[src/rtl/lsu_mem_initiator.sv]
// Load/store initiator for a byte-addressed data memory: issues aligned accesses
// directly, splits misaligned halfword/word accesses into byte accesses, and extends loads.
module lsu_mem_initiator #(
    parameter int MEM_BYTES = 64,
    parameter int ADDR_W    = 8
) (
    input  logic              clk,
    input  logic              rst_n,
    input  logic              req_valid,
    output logic              req_ready,
    input  logic              req_load,
    input  logic              req_store,
    input  logic [1:0]        req_size,
    input  logic              req_signed,
    input  logic [31:0]       req_addr,
    input  logic [31:0]       req_wdata,
    output logic              mem_read,
    output logic              mem_write,
    output logic [1:0]        mem_sel,
    output logic              mem_signed,
    output logic [ADDR_W-1:0] mem_addr,
    output logic [31:0]       mem_wdata,
    input  logic [31:0]       mem_rdata,
    output logic              resp_valid,
    output logic [31:0]       resp_rdata,
    output logic              resp_fault,
    output logic              busy
);

    localparam logic [1:0] S_IDLE   = 2'd0;
    localparam logic [1:0] S_ACCESS = 2'd1;
    localparam logic [1:0] S_SPLIT  = 2'd2;
    localparam logic [1:0] S_DONE   = 2'd3;

    localparam logic [1:0] SZ_WORD = 2'b00;
    localparam logic [1:0] SZ_HALF = 2'b01;
    localparam logic [1:0] SZ_BYTE = 2'b10;

    logic [1:0]        r_state;
    logic              r_load;
    logic              r_store;
    logic [1:0]        r_size;
    logic              r_signed;
    logic [ADDR_W-1:0] r_addr;
    logic [31:0]       r_wdata;
    logic [1:0]        r_idx;
    logic [31:0]       r_result;
    logic              r_fault;

    logic [2:0]        w_nbytes;
    logic [32:0]       w_last_byte;
    logic              w_range_fault;
    logic              w_fault;
    logic              w_aligned;
    logic              w_accept;
    logic [1:0]        w_last_idx;
    logic [4:0]        w_bit_ofs;
    logic [31:0]       w_ext;

    // Request decode, evaluated on the incoming request while IDLE.
    always_comb begin
        case (req_size)
            SZ_WORD: w_nbytes = 3'd4;
            SZ_HALF: w_nbytes = 3'd2;
            default: w_nbytes = 3'd1;
        endcase
    end

    // 33-bit sum so an address near 2^32 cannot wrap back into range.
    assign w_last_byte   = {1'b0, req_addr} + {30'b0, w_nbytes} - 33'd1;
    assign w_range_fault = (w_last_byte >= 33'(MEM_BYTES));
    assign w_fault       = (req_load == req_store) || (req_size == 2'b11) || w_range_fault;

    always_comb begin
        case (req_size)
            SZ_WORD: w_aligned = (req_addr[1:0] == 2'b00);
            SZ_HALF: w_aligned = ~req_addr[0];
            default: w_aligned = 1'b1;
        endcase
    end

    assign w_accept = req_valid && (r_state == S_IDLE);

    always_comb begin
        case (r_size)
            SZ_WORD: w_last_idx = 2'd3;
            SZ_HALF: w_last_idx = 2'd1;
            default: w_last_idx = 2'd0;
        endcase
    end

    assign w_bit_ofs = {r_idx, 3'b000};

    always_ff @(posedge clk or negedge rst_n) begin
        if (!rst_n) begin
            r_state  <= S_IDLE;
            r_load   <= 1'b0;
            r_store  <= 1'b0;
            r_size   <= 2'b00;
            r_signed <= 1'b0;
            r_addr   <= '0;
            r_wdata  <= '0;
            r_idx    <= 2'd0;
            r_result <= '0;
            r_fault  <= 1'b0;
        end else begin
            case (r_state)
                S_IDLE: begin
                    if (w_accept) begin
                        r_load   <= req_load;
                        r_store  <= req_store;
                        r_size   <= req_size;
                        r_signed <= req_signed;
                        r_addr   <= req_addr[ADDR_W-1:0];
                        r_wdata  <= req_wdata;
                        r_idx    <= 2'd0;
                        r_result <= '0;
                        r_fault  <= w_fault;
                        if (w_fault) begin
                            r_state <= S_DONE;
                        end else if (w_aligned) begin
                            r_state <= S_ACCESS;
                        end else begin
                            r_state <= S_SPLIT;
                        end
                    end
                end
                S_ACCESS: begin
                    if (r_load) begin
                        r_result <= mem_rdata;
                    end
                    r_state <= S_DONE;
                end
                S_SPLIT: begin
                    if (r_load) begin
                        r_result[w_bit_ofs +: 8] <= mem_rdata[7:0];
                    end
                    if (r_idx == w_last_idx) begin
                        r_state <= S_DONE;
                    end else begin
                        r_idx <= r_idx + 2'd1;
                    end
                end
                S_DONE: begin
                    r_state <= S_IDLE;
                end
                default: begin
                    r_state <= S_IDLE;
                end
            endcase
        end
    end

    // Memory strobes are pure decode of state so an asynchronous reset drops them at once.
    always_comb begin
        mem_read  = 1'b0;
        mem_write = 1'b0;
        mem_sel   = 2'b00;
        mem_addr  = '0;
        mem_wdata = '0;
        case (r_state)
            S_ACCESS: begin
                mem_read  = r_load;
                mem_write = r_store && !r_load;
                mem_sel   = r_size;
                mem_addr  = r_addr;
                mem_wdata = r_wdata;
            end
            S_SPLIT: begin
                mem_read  = r_load;
                mem_write = r_store && !r_load;
                mem_sel   = SZ_BYTE;
                mem_addr  = r_addr + ADDR_W'(r_idx);
                mem_wdata = {24'b0, r_wdata[w_bit_ofs +: 8]};
            end
            default: begin
                mem_read  = 1'b0;
                mem_write = 1'b0;
            end
        endcase
    end

    assign mem_signed = 1'b0;

    always_comb begin
        case (r_size)
            SZ_BYTE: w_ext = {{24{r_signed & r_result[7]}}, r_result[7:0]};
            SZ_HALF: w_ext = {{16{r_signed & r_result[15]}}, r_result[15:0]};
            default: w_ext = r_result;
        endcase
    end

    assign resp_valid = (r_state == S_DONE);
    assign resp_fault = resp_valid && r_fault;
    assign resp_rdata = (resp_valid && r_load && !r_fault) ? w_ext : 32'd0;
    assign req_ready  = (r_state == S_IDLE);
    assign busy       = (r_state != S_IDLE);

endmodule

[config.mk]
export PLATFORM = sky130hd
export DESIGN_NAME = lsu_mem_initiator
export DESIGN_NICKNAME = d
export VERILOG_FILES = /design/src/rtl/lsu_mem_initiator.sv
export SDC_FILE = /design/constraint.sdc
export NUM_CORES = 1
export LEC_CHECK = 0
export CAP_MARGIN = 30
export CORE_MARGIN = 5
export CORE_UTILIZATION = 51
export CTS_BUF_LIST = sky130_fd_sc_hd__clkbuf_8
export DETAILED_ROUTE_END_ITERATION = 12
export HOLD_SLACK_MARGIN = 0.02
export PLACE_DENSITY = 0.83
export SLEW_MARGIN = 10
export SYNTH_ARGS = -nofsm -noshare
export SYNTH_HDL_FRONTEND = slang
export SYNTH_SLANG_ARGS = --single-unit
[constraint.sdc]
create_clock -name clk -period 3.4 [get_ports clk]
set_clock_uncertainty 0.1 [all_clocks]
set_input_delay 0.68 -clock clk [delete_from_list [all_inputs] [get_ports clk]]
set_output_delay 0.68 -clock clk [all_outputs]
set_load 0.02 [all_outputs]
Word level (Yosys, flattened, before mapping)
Index checks and enable logic that the tools add are counted.
Cells by class
  add/subtract/negate cells: 5
  order comparisons: 1
  equality and inequality tests: 14
  shift operators: 3
  muxes and demuxes: 23
  bitwise gates (word level): 3
  reductions and logical operators: 21
Operators by type and width (count)
  $mux 32: 4
  $pmux 32 s2: 2
  $pmux 32 s3: 1
  $add 32x3->33: 1
  $ge 33x7->1 const B: 1
  $sub 33x1->33 const B: 1
  $bwmux 32: 1
  $shift 8x7->32 const A: 1
  $shiftx 32x6->8: 1
  $shiftx 8x7->32: 1
  $pmux 8 s2: 1
  $mux 2: 6
  $pmux 2 s2: 3
  $add 8x2->8: 1
  $eq 2x2->1 const B: 4
  $logic_not 2->1: 4
  $ne 2x2->1 const B: 4
  $pmux 2 s4: 1
  $neg 5->7: 1
  $eq 2x1->1 const B: 3
  $pmux 3 s2: 1
  $logic_and 1x1->1: 5
  $reduce_and 2->1: 2
  $reduce_and 4->1: 1
  other kinds (14): 19
Storage, ports and cells
  flip-flop bits (word level): 82
  input bits: 104
  output and inout port bits: 81
  word-level logic and storage cells: 80

Depth between registers and ports, before layout
  depth after elaboration: 9
  gate-level depth with buffers: 16
  gate-level depth less buffers: 16

Least setup slack after synthesis
No wires, ideal clock.
  path kind: in2reg
  start point: in req_size[1]
  end point: reg r_state[1]
  setup time: 0.137 ns
  arrival: 3.489 ns
  data required time: 3.163 ns
  path slack: -0.327 ns
  stages on the path: 16
  path buffers: 0
  cell sequence: inv_1 nand2_1 ha_1 inv_1 ha_1 inv_1 fa_1 nor2b_1 o2111ai_1 a211oi_4 o31ai_2 a221oi_2 o221a_2 o2111ai_1 nor4_2 a31oi_1
Between the ends
  longest elaborated chain between the ends: 9
  elaborated cells between the ends (all ways): 14
  classes of those cells: add/sub: 2; order compare: 1; eq/ne: 2; mux: 6; reduce/logical: 3
Ends and longest elaborated chain
  from (decl): line 13  | input logic [1:0] req_size,
  $eq 2x1->1 / $logic_not 2->1 (equally long branches): line 62, 75
  $pmux 3 s2: line 62  | case (req_size)
  $add 32x3->33: line 70  | assign w_last_byte = {1'b0, req_addr} + {30'b0, w_nbytes} - 33'd1;
  $sub 33x1->33: line 70
  $ge 33x7->1: line 71  | assign w_range_fault = (w_last_byte >= 33'(MEM_BYTES));
  $logic_or 1x1->1: line 72  | assign w_fault = (req_load == req_store) || (req_size == 2'b11) || w_range_fault;
  $mux 2 *: line 119  | if (w_fault) begin
  $mux 2 *: line 109  | if (w_accept) begin
  $pmux 2 s4 *: line 107  | case (r_state)
  to (signal assigned): line 120  | r_state <= S_DONE;
  to (signal assigned): line 122  | r_state <= S_ACCESS;
  to (signal assigned): line 124  | r_state <= S_SPLIT;
  to (decl): line 39  | logic [1:0] r_state;
Every way passes the cells marked *; elsewhere a longest branch is shown, timed or not. The select of a mux whose other input is x is not followed.
A chain may end at the register's enable or synchronous reset.

Final worst setup path
Same ends and word-level chain as after synthesis.

==> qor.yml <==
status: "complete, but fails checks"
violations: "setup timing"
clk_path_buf_depth: 2
max_freq_mhz: 286
grt_max_degree: 46
hold_violations: 0
synth_cell_types: 76
synthCells: 865
rrSetupSlack_ns: 0.73
first_pass_iters: 5
coreArea_um2: 13700
crit_cells: 18
clk_pin_slew_ns: 0.09
grt.met1_usage_pct: 37.2
placed_cell_area_um2: 10200
drive_above_1_share_pct: 23.5
end_kind: "flop"
root_buffer: "clkbuf_8"
critPathTopFamily: "compound AO/OA/AOI/OAI gates"
io_buffers: 183
die_x_um: 128
crit_type: "in -> reg"
grt-ovfl-total: 0
grt_first_pass_wirelength_um: 38800
netlist.area_leader.share_pct: 29.1
cp_cell_sequence: "buf_12 > inv_16 > nand2_4 > ha_4 > inv_4 > ha_4 > inv_2 > fa_2 > nor2b_2 > o2111ai_2 > buf_4 > a21oi_4 > o2111ai_2 > a21o_1 > a2111oi_2 > nand4_1 > nor4_4 > a31oi_1"
leakage_nw: 4.71
stdcell_area_um2: 10600
reg2reg_depth: 11
synth.largest_area_cell: "dfrtp_1"
drtIter0Drc: 785
setup_viol: 3
ys_seq_elements: 82
wl_um: 24300
die-area_um2: 16300
cts_tree: "done"
synth_edf_count: 0
startpoint_type: "primary input"
r2r-end: "r_result[3]"
ctsHoldBuffers: 0
critPathArrivalTime_ns: 3.62
fillers: 944
met2_usage_pct: 50.6
avgSynthCellArea_um2: 8.16
grt_pass1_vias: 7841
critPathMaxFanout: 4
ant_nets: 0
routabilityCongestion: 0.933
slowest_stage: "a2111oi_2"
async_reset_ff_share_pct: 100
dp_hpwl_um: 18600
vias: 7801
synth_area_um2: 7060
maxCapViolations: 0
path_buf_inv: 5
tightest_slew_ns: 0.570
top_usage_layer: "met2"
clock_latency_ns: 0.37
io_pins: 185
antenna_found_initial: 0
endpoint: "r_state[1]"
gr-usage-all-layers_pct: 29.3
syn_to_final_growth_pct: 50.6
layout_setup_ws_ns: -0.100
ir_drop_mv: 0.502
synth_seq_area_share_pct: 29.1
fin_cells: 1352
placedCellCount: 1326
rsz0062_at_grt: "true"
die_y_um: 128
fin_crit_ns: 3.50
synth_area_leaders: "dfrtp_1, ha_1, mux2_2"
nets: 1322
initial_core_util_pct: 51.5
r2r_start: "r_state[1]"
num_antenna_cells: 0
hp-class: "in -> async"
crit_start: "req_size[1]"
slowest_delay_ns: 0.34
max_slew_margin_pct: 61.0
min_period_over_period_pct: 103
postLayoutCoreUtil_pct: 77.5
synth_ff_type: "dfrtp_1"
drc: 0
synth_warnings: 0
required_ns: 3.52
vias_per_cell: 5.77
mappedNetlistNets: 1020
dpl_worst_slack_ns: -1.05
cts_made_buffers: 9
cts_sinks: 82
htree_levels: 3
report.final.slew_viol_count: 0
num_rows: 43
avgRoutedWirePerCell_um: 17.9
p_per_area_nw_per_um2: 670
grtUsageMet3_pct: 5.25
[worst min path at each step]
stage | start | endpoint | depth (start not counted)
detailed placement | r_result[5] | r_result[5] | 1
global route | rst_n | r_result[25] | 1
finish | rst_n | r_wdata[14] | 1
CTS | rst_n | r_wdata[14] | 1
global placement | r_store | r_store | 1
floorplan | rst_n | r_addr[0] | 0
[cell type report]
| type | instances | area (um2) | area share (%) |
|---|---|---|---|
| clock buffers | 10 | 138 | 1.29 |
| multi-input cells | 650 | 4710 | 44.3 |
| clock inverters | 6 | 95.1 | 0.894 |
| well taps | 180 | 225 | 2.12 |
| inverters | 81 | 323 | 3.04 |
| flip-flops and latches | 82 | 2050 | 19.3 |
| repair buffers | 343 | 3100 | 29.1 |
[cell usage in the layout (no fill, tap or decap), types with 7 or more instances in the layout]
cell / synthesis / final
nand4_1: 11 / 11
o21ai_0: 59 / 59
nor2_1: 64 / 64
ha_1: 49 / 41
a21o_1: 8 / 8
a22oi_1: 36 / 36
mux2_2: 35 / 35
clkdlybuf4s50_1: 0 / 170
dfrtp_1: 82 / 82
clkbuf_8: 0 / 10
a21oi_1: 43 / 40
a22o_1: 9 / 9
mux2i_1: 7 / 7
xor2_1: 7 / 7
and2_1: 41 / 41
nand2_1: 85 / 81
buf_4: 1 / 156
a31oi_1: 9 / 9
and3_1: 10 / 10
nand2b_1: 8 / 8
nand3_1: 18 / 18
nor2b_1: 20 / 18
inv_1: 80 / 73
mux4_2: 8 / 8
o22ai_1: 25 / 25
[cell families after synthesis]
group	after synthesis	synth area share [%]
AOI/OAI and AO/OA	246	23.2
xor gates and xnor gates	10	1.24
adders and majority gates	51	9.25
buffers and inverters	133	7.18
DFF	82	29.1
muxes	51	9.29
other	1	0.0531
and+or+nand+nor	291	20.8
[flip-flops by register name, summed over array words and instances (netlist names)]
signal    flops
r_addr        8
r_fault       1
r_idx         2
r_load        1
r_result     32
r_signed      1
r_size        2
r_state       2
r_store       1
r_wdata      32
[synthesized netlist by cell type, drive strengths merged (8+ instances only)]
master,number
nand2,86
dfrtp,82
inv,80
nor2,64
o21ai,62
ha,49
clkbuf,46
a21oi,44
and2,41
a22oi,36
mux2,36
o22ai,25
nor2b,20
nand3,18
nand4,11
and3,10
a22o,9
a31oi,9
a21o,8
mux4,8
nand2b,8
[where the power goes]
group          switching [mW]  leakage [nW]  internal (mW)  total [mW]
clock                   0.379         0.118          0.443       0.822
sequential              0.370          1.04           1.45        1.82
combinational            2.42          3.55           2.07        4.48
total                    3.17          4.71           3.96        7.12
[per-stage QoR]
step / power (mW) / setup TNS (ns) / hold WS, ns
after floorplan: 4.46 / -0.172 / 0.284
after global placement: 6.01 / -2.81 / 0.380
after detailed placement: 6.16 / -3.06 / 0.387
after CTS: 7.04 / -0.392 / 0.184
after global routing: 7.61 / -0.693 / 0.201
final: 7.12 / -0.233 / 0.173
[routing by layer]
metal / vias up / wire [um] / share of wire (%)
met5: - / 0 / 0
li1: 3700 / - / -
met4: 0 / 746 / 3.1
met1: 3674 / 9840 / 41
met3: 65 / 1780 / 7.3
met2: 362 / 11900 / 49
[what timing repair did]
item / 4_1_cts / 5_1_grt
setup endpoints to repair: 5 / 39
pin swaps: 19 / 19
buffers inserted: 7 / 4
gates resized for setup: 29 / 27
Note: power is estimated with default switching activity, not from simulation.
